--- config.mk ---
export PLATFORM = sky130hd
export DESIGN_NAME = cm_n_sync
export DESIGN_NICKNAME = d
export VERILOG_FILES = /design/src/rtl/cm_n_sync.sv
export SDC_FILE = /design/constraint.sdc
export NUM_CORES = 1
export LEC_CHECK = 0
export ABC_AREA = 0
export ABC_CLOCK_PERIOD_IN_PS = 2500
export CAP_MARGIN = 0
export CORE_ASPECT_RATIO = 0.7
export CORE_MARGIN = 2
export CORE_UTILIZATION = 45
export DETAILED_ROUTE_END_ITERATION = 8
export HOLD_SLACK_MARGIN = 0.08
export PLACE_DENSITY_LB_ADDON = 0.15
export SYNTH_ARGS = -nofsm -noshare
export SYNTH_HDL_FRONTEND = slang
export SYNTH_SLANG_ARGS = --single-unit
--- constraint.sdc ---
create_clock -name clk -period 2.5 [get_ports clk]
set_input_delay 0.5 -clock clk [delete_from_list [all_inputs] [get_ports clk]]
set_output_delay 0.5 -clock clk [all_outputs]
set_load 0.02 [all_outputs]
--- src/rtl/cm_n_sync.sv ---
// cm_n_sync: clocked N-channel four-phase merge element.
// Arbitrates N upstream Send/Ack channels onto one downstream channel,
// one token at a time. Ack is returned to the granted source only after
// the downstream acknowledges. Also reports collisions and upstream
// protocol violations.
module cm_n_sync #(
  parameter int N        = 2,
  parameter int W        = 8,
  parameter int ARB_MODE = 0,
  parameter int CNT_W    = 8,
  localparam int IW      = (N > 1) ? $clog2(N) : 1
) (
  input  logic             clk,
  input  logic             MR,
  input  logic [N-1:0]     Send_in,
  input  logic [N*W-1:0]   Data_in,
  output logic [N-1:0]     Ack_out,
  output logic             Send_out,
  output logic [W-1:0]     Data_out,
  input  logic             Ack_in,
  output logic [IW-1:0]    grant_idx,
  output logic             busy,
  output logic             aeb,
  output logic [CNT_W-1:0] coll_cnt,
  output logic             proto_err
);

  typedef enum logic [1:0] {
    S_IDLE = 2'd0,
    S_REQ  = 2'd1,
    S_RTZ  = 2'd2
  } state_t;

  state_t           r_state, w_state_next;

  logic [N-1:0]     r_ack, w_ack_next;
  logic             r_send, w_send_next;
  logic [W-1:0]     r_data, w_data_next;
  logic [IW-1:0]    r_grant, w_grant_next;
  logic             r_aeb, w_aeb_next;
  logic [CNT_W-1:0] r_coll, w_coll_next;
  logic             r_perr, w_perr_next;
  logic [IW-1:0]    r_ptr, w_ptr_next;

  logic [IW-1:0]    w_sel;
  logic             w_any;
  logic             w_multi;
  logic             w_gnt_send;
  logic [N-1:0]     w_gnt_onehot;
  logic [IW-1:0]    w_ptr_wrap;

  assign w_any      = |Send_in;
  // more than one bit set: clearing the lowest set bit leaves something
  assign w_multi    = |(Send_in & (Send_in - {{(N-1){1'b0}}, 1'b1}));
  assign w_gnt_send = Send_in[r_grant];
  assign w_ptr_wrap = (r_grant == IW'(N - 1)) ? '0 : r_grant + 1'b1;

  // one-hot of the current grant, used to raise the granted Ack bit only
  genvar gi;
  generate
    for (gi = 0; gi < N; gi++) begin : g_onehot
      assign w_gnt_onehot[gi] = (r_grant == IW'(gi));
    end
  endgenerate

  // arbiter: round-robin search from the pointer, or lowest index first
  always_comb begin
    w_sel = '0;
    for (int k = N - 1; k >= 0; k--) begin
      int j;
      j = (ARB_MODE == 1) ? k : (int'(r_ptr) + k);
      if (j >= N) j = j - N;
      if (Send_in[j]) w_sel = j[IW-1:0];
    end
  end

  // state register
  always_ff @(posedge clk) begin
    if (MR) r_state <= S_IDLE;
    else    r_state <= w_state_next;
  end

  // next-state logic
  always_comb begin
    w_state_next = r_state;
    case (r_state)
      S_IDLE:  if (w_any && !Ack_in) w_state_next = S_REQ;
      S_REQ:   if (Ack_in) w_state_next = S_RTZ;
      S_RTZ:   if (!Ack_in && !w_gnt_send) w_state_next = S_IDLE;
      default: w_state_next = S_IDLE;
    endcase
  end

  // next values of the registered outputs
  always_comb begin
    w_ack_next   = r_ack;
    w_send_next  = r_send;
    w_data_next  = r_data;
    w_grant_next = r_grant;
    w_aeb_next   = 1'b0;
    w_coll_next  = r_coll;
    w_perr_next  = r_perr;
    w_ptr_next   = r_ptr;
    case (r_state)
      S_IDLE: begin
        if (w_any && !Ack_in) begin
          w_data_next  = Data_in[w_sel*W +: W];
          w_grant_next = w_sel;
          w_send_next  = 1'b1;
          if (w_multi) begin
            w_aeb_next = 1'b1;
            if (r_coll != {CNT_W{1'b1}}) w_coll_next = r_coll + 1'b1;
          end
        end
      end
      S_REQ: begin
        // source withdrew before being acknowledged; still finish the token
        if (!w_gnt_send) w_perr_next = 1'b1;
        if (Ack_in) begin
          w_send_next = 1'b0;
          w_ack_next  = w_gnt_onehot;
        end
      end
      S_RTZ: begin
        if (!Ack_in && !w_gnt_send) begin
          w_ack_next = '0;
          if (ARB_MODE == 0) w_ptr_next = w_ptr_wrap;
        end
      end
      default: ;
    endcase
  end

  // output and bookkeeping registers
  always_ff @(posedge clk) begin
    if (MR) begin
      r_ack   <= '0;
      r_send  <= 1'b0;
      r_data  <= '0;
      r_grant <= '0;
      r_aeb   <= 1'b0;
      r_coll  <= '0;
      r_perr  <= 1'b0;
      r_ptr   <= '0;
    end else begin
      r_ack   <= w_ack_next;
      r_send  <= w_send_next;
      r_data  <= w_data_next;
      r_grant <= w_grant_next;
      r_aeb   <= w_aeb_next;
      r_coll  <= w_coll_next;
      r_perr  <= w_perr_next;
      r_ptr   <= w_ptr_next;
    end
  end

  assign Ack_out   = r_ack;
  assign Send_out  = r_send;
  assign Data_out  = r_data;
  assign grant_idx = r_grant;
  assign busy      = (r_state != S_IDLE);
  assign aeb       = r_aeb;
  assign coll_cnt  = r_coll;
  assign proto_err = r_perr;

endmodule

# Word level (Yosys, flattened, before mapping)

Cells that the tools add are included.

Flip-flop bits (word level): 25
Input bits: 21
Output and inout port bits: 23

Add/sub/neg operators: 6
$lt $le $gt $ge: 5
Equality and inequality tests: 6
Shift-type cells: 1
Multiplexer cells: 23
Bitwise gates (word level): 5
Reduce and logical (&&, ||, !) cells: 18

Operators by type and width:

| operator            | number |
|---|---|
| $lt 32x3->1 const B | 2 |
| $mux 32             | 2 |
| $shiftx 16x5->8     | 1 |
| $mux 1              | 14 |
| $reduce_and 3->1    | 3 |
| $add 8x1->8 const B | 1 |
| $mux 2              | 4 |
| $ne 8x8->1 const B  | 1 |
| $ne 2x2->1 const B  | 3 |
| $pmux 2 s3          | 1 |
| $reduce_and 2->1    | 3 |
| $reduce_bool 2->1   | 3 |
| $not 1->1           | 4 |
| $pmux 2 s2          | 1 |
| $reduce_and 4->1    | 1 |
| $reduce_or 2->1     | 2 |
| $reduce_or 3->1     | 1 |
| $sub 1x2->3 const B | 1 |
| $sub 2x2->3 const B | 1 |
| $add 1x1->2 const B | 1 |
| $and 2x2->2         | 1 |
| $eq 2x1->1 const B  | 1 |
| $eq 2x2->1 const B  | 1 |
| $ge 1x2->1 const B  | 1 |
| other kinds (8)     | 10 |

# Depth between registers and ports, before layout

Gate-level depths: netlist of the first run.

Depth in word-level cells: 9
Depth in mapped cells: 6

# Worst setup path before layout of the first run

Ideal clock, no wire load.

Path kind: reg2reg
From: register r_coll[0] (netlist: coll_cnt[0])
To: register r_coll[3] (netlist: coll_cnt[3])
Library setup time: 0.071 ns
Data arrival time: 1.502 ns
Path slack: 0.927 ns
Stages on the path, launching flop included: 7
Path buffers: 1
Period minus slack after synthesis: 1.573 ns
Path through: dfxtp_1 > ha_1 > nand3_1 > o2111ai_2 > buf_6 > or3_1 > a21oi_1

Longest elaborated chain between the ends: 2

Ends and longest elaborated chain:

| element                                                             | line | RTL |
|---|---|---|
| start, declared                                                     | 41   | `logic [CNT_W-1:0] r_coll, w_coll_next;` |
| start signal, assigned                                              | 151  | `r_coll <= w_coll_next;` |
| parallel branches: the longest is 2 deep, another holds $add 8x1->8 | --   |  |

Several ways; the timed one is not identified.
A chain may end at the register's enable or synchronous reset.

# Final worst setup path of the first run

From: register r_state[0]
To: output port busy

Longest elaborated chain between the ends: 1

Ends and longest elaborated chain:

| element                | line | RTL |
|---|---|---|
| start, declared        | 34   | `state_t r_state, w_state_next;` |
| start signal, assigned | 80   | `else r_state <= w_state_next;` |
| $reduce_bool 2->1      | 161  | `assign busy = (r_state != S_IDLE);` |
| end, declared          | 22   | `output logic busy,` |

No other way between the ends.

==> impl_metrics.tcl, run 1 <==
set metrics [dict create \
    finalCritPeriodShare 0.827 \
    path_class "reg -> out" \
    ys_warn_count 0 \
    final-seq-area_sq_um 500 \
    dpl_cell_area_sq_um 1570 \
    postCtsSetupBuffers 0 \
    drt_iter0_markers 88 \
    pre_cts_slack_ns 0.123 \
    multi_input_area_sq_um 557 \
    cts-root-buf "clkbuf_4" \
    cts_resized 0 \
    drv_cap 0 \
    cts_tree "built" \
    synth.cell_area_sq_um 1100 \
    use_met2 0.345 \
    antennaDiodeCount 0 \
    synth_edf_count 0 \
    drive_above_1_share 0.0848 \
    rows 14 \
    arrival_ns 1.57 \
    grt.met1_usage 0.224 \
    slew_headroom 0.627 \
    grtUsageMet3 0.0644 \
    cts.sinks 25 \
    fp.dieW_um 63.2 \
    core-area_sq_um 2240 \
    clock_latency_ns 0.31 \
    start_util 0.493 \
    p_per_area_nw_per_um2 482 \
    wire_per_inst_um 13.1 \
    postRouteAntennaNets 0 \
    outcome "finished, final reports clean" \
    ys.flop_type "dfxtp_1" \
    grt_max_degree 18 \
    ctsHoldBuffers 0 \
    die_y_um 45.5 \
    antenna_found_initial 0 \
    async_flop_share 0 \
    grt_pass1_wl_um 4170 \
    routabilityCongestion 0.783 \
    numCtsBuffers 3 \
    nNetsFinal 188 \
    end_kind "output pin" \
    fin_area_sq_um 1600 \
    grt_pass1_vias 960 \
    leakagePower_nw 0.593 \
    setup_viol 0 \
    final_max_slew_viol_count 0 \
    drc 0 \
    syn_to_final_growth_pct 44.7 \
    setup_tns_ns 0 \
    skew_ns 0.00454 \
    grt_use_total 0.190 \
    synth-seq-area-share 0.453 \
    syn_inst 120 \
    via_per_inst 5.24 \
    path_max_fanout 6 \
    cp-start-kind "flip-flop" \
    hpwl_um 2000 \
    die_area_sq_um 2870 \
    drt_first_pass_iters 4 \
    postLayoutSetupSlackWorst_ns 0.433 \
    ios 44 \
    synth_nets 142 \
    io_buffer_count 43 \
    n_fill_cell 195 \
    htree_levels 1 \
    rsz0062_at_grt "false" \
    worstMarginPinSlew_ns 0.560 \
    hold_violations 0 \
    syn_avg_cell_area_sq_um 9.21 \
    cp.required_ns 2.00 \
    worstHoldPathType "reg -> reg" \
    gr-max-usage-layer "met2" \
    yosysUniqueCellTypes 32 \
    cts_buffer_depth 2 \
    clkSlewWorstSetupHoldPaths_ns 0.13 \
    max_freq_mhz 484 \
    fin_crit_ns 2.07 \
    ys_ff_latch 25 \
    grt_overflow 0 \
    vias 1033 \
    drt-total-wl_um 2590 \
    peakVddDrop_v 0.000353 \
]
==> power by group <==
part | internal [mW] | switching [mW]
registers | 0.417 | 0.0125
logic | 0.0882 | 0.0768
clock network | 0.0624 | 0.114
==> critical path: stages, from the launching register on <==
cell and delay [ns]:
dfxtp_1 0.40, or2_2 0.32, clkdlybuf4s50_1 0.54
==> routing by layer <==
layer	wire length [um]	up-vias
li1	-	526
met4	10	0
met3	166	2
met1	1160	477
met5	0	-
met2	1250	28
==> area by class of cell <==
class                      count  area share
clock buffer                   4      0.0164
tap                           32      0.0250
multi-input combinational     85       0.348
inverter                       4     0.00939
timing repair buffer          47       0.288
sequential                    25       0.313
==> sequential cells by signal, indices dropped and copies added, names as in the netlist, 2 cells and up <==
name      count
Ack_out       2
Data_out      8
coll_cnt      8
r_state       2
==> cell families after synthesis <==
logic type | synth area share
AOI/OAI and AO/OA | 0.177
xor gates and xnor gates | 0.00793
adders and majority gates | 0.0113
buffers and inverters | 0.0430
DFF | 0.453
muxes | 0.101
and+or+nand+nor | 0.207
==> stage by stage <==
step	cells	hold slack (ns)	utilization	total power, mW
2_1_floorplan	120	0.492	-	0.520
3_3_place_gp	193	0.467	0.701	0.599
3_5_place_dp	193	0.474	0.701	0.604
4_1_cts	197	0.503	0.713	0.779
5_1_grt	197	0.527	0.713	0.814
6_report	197	0.502	0.713	0.771
==> synth_stat cells (2+ instances only) <==
cell type	number	area [sq um]
dfxtp_1	25	500
clkbuf_1	3	11.3
a211oi_1	9	67.6
inv_1	4	15.0
nor2_1	19	71.3
a31oi_1	3	18.8
buf_2	2	10.0
mux2i_1	10	100
nand3_1	5	25.0
or4_1	3	22.5
or3_1	2	12.5
nand2_1	3	11.3
o31ai_1	3	22.5
a21oi_1	8	40.0
nand3b_1	2	15.0
o21ai_0	3	15.0
==> path summary, 6_finish.rpt <==
check | from | end | slack (ns) | depth (start not counted)
max | r_state[0]$_SDFFE_PP0P_ | busy | 0.43 | 2
min reg2reg | coll_cnt[6]$_SDFFE_PP0P_ | coll_cnt[6]$_SDFFE_PP0P_ | 0.50 | 2
min | coll_cnt[6]$_SDFFE_PP0P_ | coll_cnt[6]$_SDFFE_PP0P_ | 0.50 | 2
max reg2reg | coll_cnt[0]$_SDFFE_PP0P_ | coll_cnt[7]$_SDFFE_PP0P_ | 0.66 | 5
==> cell usage in the layout (no fill, tap or decap), types with 2 or more instances in the layout <==
cell             count
clkdlybuf4s50_1     43
dfxtp_1             25
nor2_1              19
mux2i_1             10
a211oi_1             9
a21oi_1              8
nand3_1              5
inv_1                4
buf_4                4
o21ai_0              3
a31oi_1              3
nand2_1              3
o31ai_1              3
or4_1                3
clkbuf_4             3
or3_1                2
nand3b_1             2
Power figures use the tool's default switching activity.
==> inputs of run 2 (changes only) <==
- ABC_CLOCK_PERIOD_IN_PS: 2500 -> 1960
- CORE_UTILIZATION: 45 -> 42
- clock period: 2.5 -> 1.96 ns (I/O delays scaled with it)
==> run 2 against run 1 <==
  * Final area increased by 5.0%
  * Highest routed layer unchanged
  * Clock power increased by 72%
  * Flip-flop and latch count unchanged
  * Via count increased by 2.8%
  * Utilization decreased by 3.5 points
  * Clock skew increased by 0.0043 ns
  * Critical path depth unchanged
  * Final cell count increased by 4.1%
  * First-iteration DRC count decreased by 61%
  * Power increased by 39%
==> impl_metrics.tcl, run 2 (synthesized netlist as in run 1, its figures left out) <==
set metrics [dict create \
    grtUsageMet3 0.0552 \
    clkSlewWorstSetupHoldPaths_ns 0.09 \
    drive_above_1_share 0.123 \
    p_comb_frac 0.208 \
    core-area_sq_um 2480 \
    grt_max_degree 26 \
    drt-total-wl_um 2590 \
    outcome "finished, final reports clean" \
    htree_levels 1 \
    slew_headroom 0.718 \
    rows 15 \
    whs_ns 0.490 \
    skew_ns 0.00886 \
    cts-root-buf "clkbuf_8" \
    gr-max-usage-layer "met2" \
    cts_resized 0 \
    path_max_fanout 6 \
    ctsHoldBuffers 0 \
    pre_cts_slack_ns -0.0892 \
    die_area_sq_um 3060 \
    mostFrequentLayoutCell "clkdlybuf4s50_1" \
    pwr-share-seq 0.510 \
    setup_viol 0 \
    end_kind "output pin" \
    numCtsBuffers 3 \
    p_sw_frac 0.256 \
    grt.met1_usage 0.217 \
    worstMarginPinSlew_ns 0.423 \
    cts_buffer_depth 2 \
    use_met2 0.316 \
    final_max_slew_viol_count 0 \
    p_int_mw 0.797 \
    cts_tree "built" \
    hpwl_um 1940 \
    drt_first_pass_iters 4 \
    postRouteAntennaNets 0 \
    finalCritPeriodShare 0.968 \
    die_y_um 46.9 \
    grt_use_total 0.178 \
    cts.sinks 25 \
    p_per_area_nw_per_um2 639 \
    clock_latency_ns 0.27 \
    grt_pass1_vias 950 \
    drv_cap 0 \
    rsz0062_at_grt "false" \
    final_util 0.678 \
    clockPowerShare 0.282 \
    postLayoutSetupSlackWorst_ns 0.0621 \
    arrival_ns 1.51 \
    drt_iter0_markers 34 \
    power_switching_mw 0.275 \
    hold_violations 0 \
    peakVddDrop_v 0.000459 \
    final_cell_mix "43 x clkdlybuf4s50_1, 25 x dfxtp_1, 19 x nor2_1" \
    final-seq-area_sq_um 500 \
    ios 44 \
    cp-start-kind "flip-flop" \
    n_fill_cell 213 \
    path_class "reg -> out" \
    io_buffer_count 43 \
    grt_overflow 0 \
    fin_crit_ns 1.90 \
    fp.dieW_um 65.3 \
    antenna_found_initial 0 \
    worstHoldPathType "reg -> reg" \
    cp.required_ns 1.57 \
    syn_to_final_growth_pct 52.0 \
    via_per_inst 5.18 \
    setup_tns_ns 0 \
    grt_pass1_wl_um 4080 \
    start_util 0.446 \
    antennaDiodeCount 0 \
    drc 0 \
    wire_per_inst_um 12.6 \
    multi_input_area_sq_um 557 \
    vias 1062 \
    nNetsFinal 194 \
    max_freq_mhz 527 \
    postCtsSetupBuffers 0 \
    leakagePower_nw 0.638 \
    routabilityCongestion 0.703 \
]
[run 2: cell type report]
type	instances	area share
Inverter	4	0.00894
Timing Repair Buffer	53	0.308
Sequential cell	25	0.298
Clock buffer	3	0.0246
Tap cell	34	0.0253
Clock inverter	1	0.00298
Multi-Input combinational cell	85	0.332
[run 2: power groups by stage]
stage | logic [mW] | clock network, mW | registers (mW)
after floorplan | 0.0786 | 0 | 0.584
after global placement | 0.220 | 0 | 0.558
after detailed placement | 0.223 | 0 | 0.559
after CTS | 0.224 | 0.311 | 0.547
after global routing | 0.240 | 0.328 | 0.551
final | 0.223 | 0.303 | 0.547
[run 2: per-layer routing]
metal,vias to the layer above,wire length [um],part of all wire
met2,38,1180,0.45
met3,2,165,0.064
met5,-,0,0
met1,483,1230,0.47
li1,539,-,-
met4,0,19,0.0073
[run 2: final timing paths]
kind,startpoint,to,slack [ns],depth (start not counted)
setup reg to reg,coll_cnt[0]$_SDFFE_PP0P_,coll_cnt[5]$_SDFFE_PP0P_,0.24,5
hold / removal,proto_err$_SDFFE_PP0P_,proto_err$_SDFFE_PP0P_,0.49,2
setup / recovery,r_state[0]$_SDFFE_PP0P_,busy,0.06,2
hold reg to reg,proto_err$_SDFFE_PP0P_,proto_err$_SDFFE_PP0P_,0.49,2
[run 2: per-stage QoR]
stage	instance area, sq um	instances	power, mW
floorplan	1100	120	0.663
global placement	1630	201	0.778
detailed placement	1630	201	0.782
CTS	1680	205	1.08
global route	1680	205	1.12
finish	1680	205	1.07
[run 2: worst max-delay path, stage by stage, from the launching register on]
cell and delay (ns):
dfxtp_1 0.38, or2_2 0.31, clkdlybuf4s50_1 0.54
==> inputs of run 3 (changes only) <==
- TNS_END_PERCENT: default -> 50
==> results of run 3 <==
No change in the layout: final DEF, timing and power equal those of run 2.
